## src/rtl/watch_fnd_ctrl.sv

```systemverilog
// Binary hh:mm:ss to BCD via sequential double-dabble, driving a 6-digit
// multiplexed common-anode 7-segment display with active-low enables/segments.
module watch_fnd_ctrl #(
  parameter int CNT_BIT  = 32,
  parameter int SEC_BIT  = 6,
  parameter int MIN_BIT  = 6,
  parameter int HOUR_BIT = 6
) (
  input  logic                clk,
  input  logic                reset_n,
  input  logic [SEC_BIT-1:0]  i_sec,
  input  logic [MIN_BIT-1:0]  i_min,
  input  logic [HOUR_BIT-1:0] i_hour,
  input  logic [CNT_BIT-1:0]  i_scan_th,
  output logic [5:0]          o_fnd_com,
  output logic [7:0]          o_fnd_data,
  output logic                o_busy
);

  localparam int MAXB_SM = (SEC_BIT > MIN_BIT) ? SEC_BIT : MIN_BIT;
  localparam int MAXB    = (MAXB_SM > HOUR_BIT) ? MAXB_SM : HOUR_BIT;
  localparam int SHW     = MAXB + 8;
  localparam int STW     = $clog2(MAXB + 1);

  typedef enum logic [1:0] {IDLE, CONV, DONE} state_t;

  state_t             state, state_nxt;
  logic [SEC_BIT-1:0]  last_sec;
  logic [MIN_BIT-1:0]  last_min;
  logic [HOUR_BIT-1:0] last_hour;
  logic [SHW-1:0]     sh_sec, sh_min, sh_hour;
  logic [STW-1:0]     step;
  logic [5:0][3:0]    disp;
  logic [CNT_BIT-1:0] scan_cnt, th_eff;
  logic [2:0]         idx;
  logic               changed, scan_tc;
  logic [3:0]         cur_digit;
  logic [7:0]         data_nxt;
  logic [5:0]         com_nxt;

  // Narrower fields are zero-padded on the left; the extra leading zero shifts are harmless.
  function automatic logic [SHW-1:0] dd_step(input logic [SHW-1:0] v);
    logic [SHW-1:0] t;
    t = v;
    if (t[MAXB+3:MAXB] >= 4'd5)   t[MAXB+3:MAXB]   = t[MAXB+3:MAXB] + 4'd3;
    if (t[MAXB+7:MAXB+4] >= 4'd5) t[MAXB+7:MAXB+4] = t[MAXB+7:MAXB+4] + 4'd3;
    return {t[SHW-2:0], 1'b0};
  endfunction

  function automatic logic [6:0] seg7(input logic [3:0] d);
    case (d)
      4'd0: seg7 = 7'h3F;
      4'd1: seg7 = 7'h06;
      4'd2: seg7 = 7'h5B;
      4'd3: seg7 = 7'h4F;
      4'd4: seg7 = 7'h66;
      4'd5: seg7 = 7'h6D;
      4'd6: seg7 = 7'h7D;
      4'd7: seg7 = 7'h07;
      4'd8: seg7 = 7'h7F;
      4'd9: seg7 = 7'h6F;
      default: seg7 = 7'h00;
    endcase
  endfunction

  assign changed = ({i_hour, i_min, i_sec} != {last_hour, last_min, last_sec});
  assign o_busy  = (state != IDLE);

  always_ff @(posedge clk or negedge reset_n) begin
    if (!reset_n) state <= IDLE;
    else          state <= state_nxt;
  end

  always_comb begin
    state_nxt = state;
    case (state)
      IDLE:    if (changed) state_nxt = CONV;
      CONV:    if (step == STW'(MAXB - 1)) state_nxt = DONE;
      DONE:    state_nxt = IDLE;
      default: state_nxt = IDLE;
    endcase
  end

  always_ff @(posedge clk or negedge reset_n) begin
    if (!reset_n) begin
      last_sec  <= '0;
      last_min  <= '0;
      last_hour <= '0;
      sh_sec    <= '0;
      sh_min    <= '0;
      sh_hour   <= '0;
      step      <= '0;
      disp      <= '0;
    end else begin
      case (state)
        IDLE: if (changed) begin
          last_sec  <= i_sec;
          last_min  <= i_min;
          last_hour <= i_hour;
          sh_sec    <= {8'd0, MAXB'(i_sec)};
          sh_min    <= {8'd0, MAXB'(i_min)};
          sh_hour   <= {8'd0, MAXB'(i_hour)};
          step      <= '0;
        end
        CONV: begin
          sh_sec  <= dd_step(sh_sec);
          sh_min  <= dd_step(sh_min);
          sh_hour <= dd_step(sh_hour);
          step    <= step + STW'(1);
        end
        DONE: disp <= {sh_hour[MAXB+7:MAXB+4], sh_hour[MAXB+3:MAXB],
                       sh_min[MAXB+7:MAXB+4],  sh_min[MAXB+3:MAXB],
                       sh_sec[MAXB+7:MAXB+4],  sh_sec[MAXB+3:MAXB]};
        default: ;
      endcase
    end
  end

  // A zero threshold behaves as one clock per digit.
  assign th_eff  = (i_scan_th == '0) ? CNT_BIT'(1) : i_scan_th;
  assign scan_tc = (scan_cnt >= th_eff - CNT_BIT'(1));

  always_ff @(posedge clk or negedge reset_n) begin
    if (!reset_n) begin
      scan_cnt <= '0;
      idx      <= '0;
    end else if (scan_tc) begin
      scan_cnt <= '0;
      idx      <= (idx == 3'd5) ? 3'd0 : idx + 3'd1;
    end else begin
      scan_cnt <= scan_cnt + CNT_BIT'(1);
    end
  end

  always_comb begin
    cur_digit = disp[idx];
    com_nxt   = ~(6'b000001 << idx);
    data_nxt  = ~{1'b0, seg7(cur_digit)};
    // Colon-style blink: dp lit on min/hour ones while seconds ones is even.
    if ((idx == 3'd2 || idx == 3'd4) && !disp[0][0]) data_nxt[7] = 1'b0;
  end

  always_ff @(posedge clk or negedge reset_n) begin
    if (!reset_n) begin
      o_fnd_com  <= 6'b111110;
      o_fnd_data <= 8'hC0;
    end else begin
      o_fnd_com  <= com_nxt;
      o_fnd_data <= data_nxt;
    end
  end

endmodule

```

## config.mk

```make
export PLATFORM = sky130hd
export DESIGN_NAME = watch_fnd_ctrl
export DESIGN_NICKNAME = d
export VERILOG_FILES = /design/src/rtl/watch_fnd_ctrl.sv
export SDC_FILE = /design/constraint.sdc
export NUM_CORES = 1
export LEC_CHECK = 0
export ABC_AREA = 1
export CAP_MARGIN = 30
export CORE_MARGIN = 10
export CORE_UTILIZATION = 29
export CTS_BUF_LIST = sky130_fd_sc_hd__clkbuf_16
export DETAILED_ROUTE_END_ITERATION = 6
export SETUP_SLACK_MARGIN = 0.3
export SLEW_MARGIN = 15
export SYNTH_ARGS = -nofsm -noshare
export SYNTH_HDL_FRONTEND = slang
export SYNTH_SLANG_ARGS = --single-unit
export TNS_END_PERCENT = 20
```

## constraint.sdc

```tcl
create_clock -name clk -period 1.6 [get_ports clk]
set_input_delay 0.32 -clock clk [delete_from_list [all_inputs] [get_ports clk]]
set_output_delay 0.32 -clock clk [all_outputs]
set_load 0.01 [all_outputs]
```

==> summary.md <==
| Metric | Value |
|---|---|
| Row Count | `62` |
| Post-synthesis mux area share | `0%` |
| Largest net degree at the start of global routing | `49` |
| Per-cell routed wire length | `12.8 um` |
| CP Max Fanout | `7` |
| Layout cells sized above 1 | `32.7%` |
| Initial antenna violation count | `0` |
| Ys async rst share | `100%` |
| Switching Fraction | `40.0%` |
| Post-synth top flop | `dfrtp_1` |
| Setup ws final | `-1.14 ns` |
| Crit path top cell by count | `nand2_2` |
| Sequential Area | `3460 um2` |
| Worst path slowest cell | `ha_4` |
| Worst slack, placed | `-1.94 ns` |
| Post-synth cell types | `35` |
| R2R Setup Slk | `-0.42 ns` |
| Worst hold path class | `in2async` |
| YS warnings | `0` |
| F_max | `0.365 GHz` |
| Post-Synth XOR/XNOR Area | `6.65%` |
| Clk root buf | `clkbuf_16` |
| Reg2reg end | `scan_cnt[6]` |
| Fin. Hold Viols | `0` |
| First-pass GRT wire length | `37900 um` |
| # port buffers | `66` |
| Syn_nets | `1234` |
| H-tree depth | `4` |
| CP top delay family | `simple AND/OR/NAND/NOR gates` |
| Grt ovf | `0` |
| Antenna Cells | `0` |
| Synthesized area per cell | `7.59 um2` |
| 1st-pass router iterations | `4` |
| P_int | `9.33 mW` |
| Status | `finished, violations left` |
| NumNets Final | `1483` |
| DR vias/cell | `4.47` |
| Die X | `192 um` |
| Vias in the first global route | `8004` |
| Cells after synthesis | `1128` |
| Core area | `28900 um2` |
| CTS tree | `done` |
| Number of flops mapped to enable cells by yosys | `0` |
| Worst-case clock skew | `0.0131 ns` |
| Sink Count | `138` |
| Clock tree buffer depth | `2` |
| Switching pwr | `6.21 mW` |
| Cell count along the critical path | `22` |
| Crit path DAT | `3.05 ns` |
| Max-slew violation count | `0` |
| Final setup viols | `43` |
| Crit path cell chain | `buf_4 -> buf_4 -> or2_4 -> nor2_4 -> nand3b_1 -> nor2_2 -> inv_2 -> nor2_4 -> nand2_2 -> nand2_2 -> nand2_2 -> ha_4 -> nand2_2 -> nor2_1 -> nand4_1 -> nor2_2 -> nand2_2 -> nand3_4 -> buf_12 -> buf_12 -> clkbuf_16 -> nor2_1` |
| Maxcap violations | `0` |
| Crit path capture type | `flop` |
| Setup crit end | `scan_cnt[6]` |
| Crit path launch | `i_scan_th[13]` |
| Clock Latency Late Sink | `0.42 ns` |
| Power per Cell Area | `1240 nW/um2` |
| Clock power share | `25.4%` |
| Via count | `7934` |
| Area growth, synth to finish | `46.4%` |
| Routed wire length | `22800 um` |
| Synth Cell Area | `8560 um2` |
| Least-Margin Pin Slew | `0.452 ns` |
| Setup Crit Path Kind | `in2reg` |
| Worst R2R Path Depth | `11` |
| GRT Resource Usage Total | `12.4%` |
| Simple-Gate Fraction of Synth Area | `29.4%` |
| Part of the power in combinational logic | `38.8%` |
| Largest vdd supply drop | `0.913 mV` |
| Placer Congestion | `0.860` |
| Critical path buffers and inverters | `6` |
| Commonest cells after routing, fill and taps aside | `nand2_1 (261), buf_4 (173), dfrtp_1 (130), inv_1 (112), nor2_1 (81)` |
| FF+latch count, synth | `138` |
| Height of the die | `192 um` |
| Total CTS buffers | `17` |
| Post-synthesis compound-gate area fraction | `8.41%` |
| Die ar. | `36800 um2` |
| Largest family of logic cells by synthesized area | `simple AND/OR/NAND/NOR gates` |
| DP HPWL | `16600 um` |
| RSZ-0062 raised after global routing | `true` |
| Post-DRT Antenna Nets | `0` |
| Worst EP required | `1.91 ns` |
| Worst slew margin | `69.8%` |
| Residual DRC count | `0` |
| Sequential Power Share | `35.8%` |
| FF-to-FF Start | `scan_cnt[29]` |
| Commonest non-fill, non-tap cell in the layout | `nand2_1` |
| CP max stage delay | `0.28 ns` |
| Failing checks | `negative setup slack` |
| P_leak | `6.05 nW` |
| Sequential-to-total area share from yosys stat | `40.5%` |
| Final period utilization | `171%` |
| I/O pin count | `67` |
| Clock Pin Slew Worst Setup and Hold Paths | `0.07 ns` |
| Tmin final | `2.74 ns` |
| Starting Density | `29.6%` |
| Starting DRT DRC Count | `378` |
| Total Power | `15.5 mW` |
| Critical path startpoint category | `input pin` |
| Area occupied by multi-input gates | `5110 um2` |
| Post-Synth Adder-Cell Area | `7.89%` |
| Fill count | `2818` |
| Final core area utilization | `43.3%` |
[logic make-up (layout without fill, tap and decap cells)]
family | Yosys count | after routing
DFF | 138 | 138
and+or+nand+nor | 585 | 585
AOI/OAI and AO/OA | 135 | 135
xor gates and xnor gates | 65 | 65
adders and majority gates | 54 | 54
buffers and inverters | 151 | 413
[power groups by stage]
stage               clock network (mW)  logic [mW]  registers, mW
detailed placement                   0        5.77           5.54
CTS                               4.06        6.00           5.54
finish                            3.95        6.02           5.56
global placement                     0        5.60           5.51
global route                      4.20        6.90           5.72
floorplan                            0        3.90           5.37
[timing repair]
action	4_1_cts	5_1_grt
hold buffers	1	0
gates cloned	2	1
hold endpoints to repair	32	0
setup buffers	25	3
resized for setup	323	78
pin swaps	69	56
endpoints found under the setup margin	121	117
[cell usage after synthesis, types with 2 or more instances]
master,number,share of area (%)
inv_2,5,0.22
nor4_1,4,0.29
a22o_1,2,0.20
a22oi_1,9,0.79
o21ai_0,85,5.0
or2_2,8,0.58
dfstp_2,7,2.1
nor3_1,21,1.2
xnor2_1,19,1.9
nor2_2,7,0.51
inv_1,117,5.1
ha_1,54,7.9
nand2_1,304,13
nand3_2,11,1.3
nor2_1,133,5.8
nor2_4,2,0.26
dfrtp_1,131,38
a21oi_1,34,2.0
a21o_1,3,0.26
nand4_1,15,1.1
or2_1,3,0.22
nand2_2,5,0.37
buf_2,14,0.82
nand3_1,68,4.0
xor2_1,46,4.7
clkbuf_1,12,0.53
[worst min path at each step]
stage / end / slack, ns / depth (start not counted)
final: last_sec[5] / 0.37 / 2
after global routing: last_sec[5] / 0.39 / 2
after CTS: last_sec[5] / 0.37 / 2
after detailed placement: last_sec[5] / 0.27 / 1
after global placement: last_sec[5] / 0.26 / 1
after floorplan: disp[0] / 0.02 / 0
[per-layer routing]
| metal | share of wire [%] | vias to the layer above | GRT usage [%] |
|---|---|---|---|
| li1 | - | 4119 | - |
| met1 | 47 | 3659 | 16.2 |
| met2 | 48 | 140 | 20.7 |
| met3 | 3.9 | 16 | 2.07 |
| met4 | 1.1 | 0 | 3.58 |
| met5 | 0 | - | 0 |
[stage by stage]
| step | std cells | hold slack (ns) | setup TNS [ns] | cell area (um2) |
|---|---|---|---|---|
| after floorplan | 1128 | 0.0244 | -42.19 | 8700 |
| after global placement | 1710 | 0.259 | -91.89 | 11000 |
| after detailed placement | 1710 | 0.267 | -93.22 | 11000 |
| after CTS | 1770 | 0.373 | -37.39 | 12200 |
| after global routing | 1774 | 0.391 | -51.44 | 12500 |
| final | 1774 | 0.365 | -39.13 | 12500 |
[sequential cells by signal (all words and copies together) (netlist names)]
register    flops
scan_cnt       32
disp           24
sh_hour        14
sh_min         14
sh_sec         14
o_fnd_data      8
last_hour       6
last_min        6
last_sec        6
o_fnd_com       6
idx             3
step            3
state           2
[final cells by class]
class / count / area share (%)
Sequential cell: 138 / 27.6
Timing Repair Buffer: 259 / 19.3
Inverter: 122 / 3.65
Clock buffer: 17 / 3.39
Clock inverter: 15 / 1.40
Multi-Input combinational cell: 839 / 40.8
Tap cell: 384 / 3.83
Power figures use the tool's default switching activity.
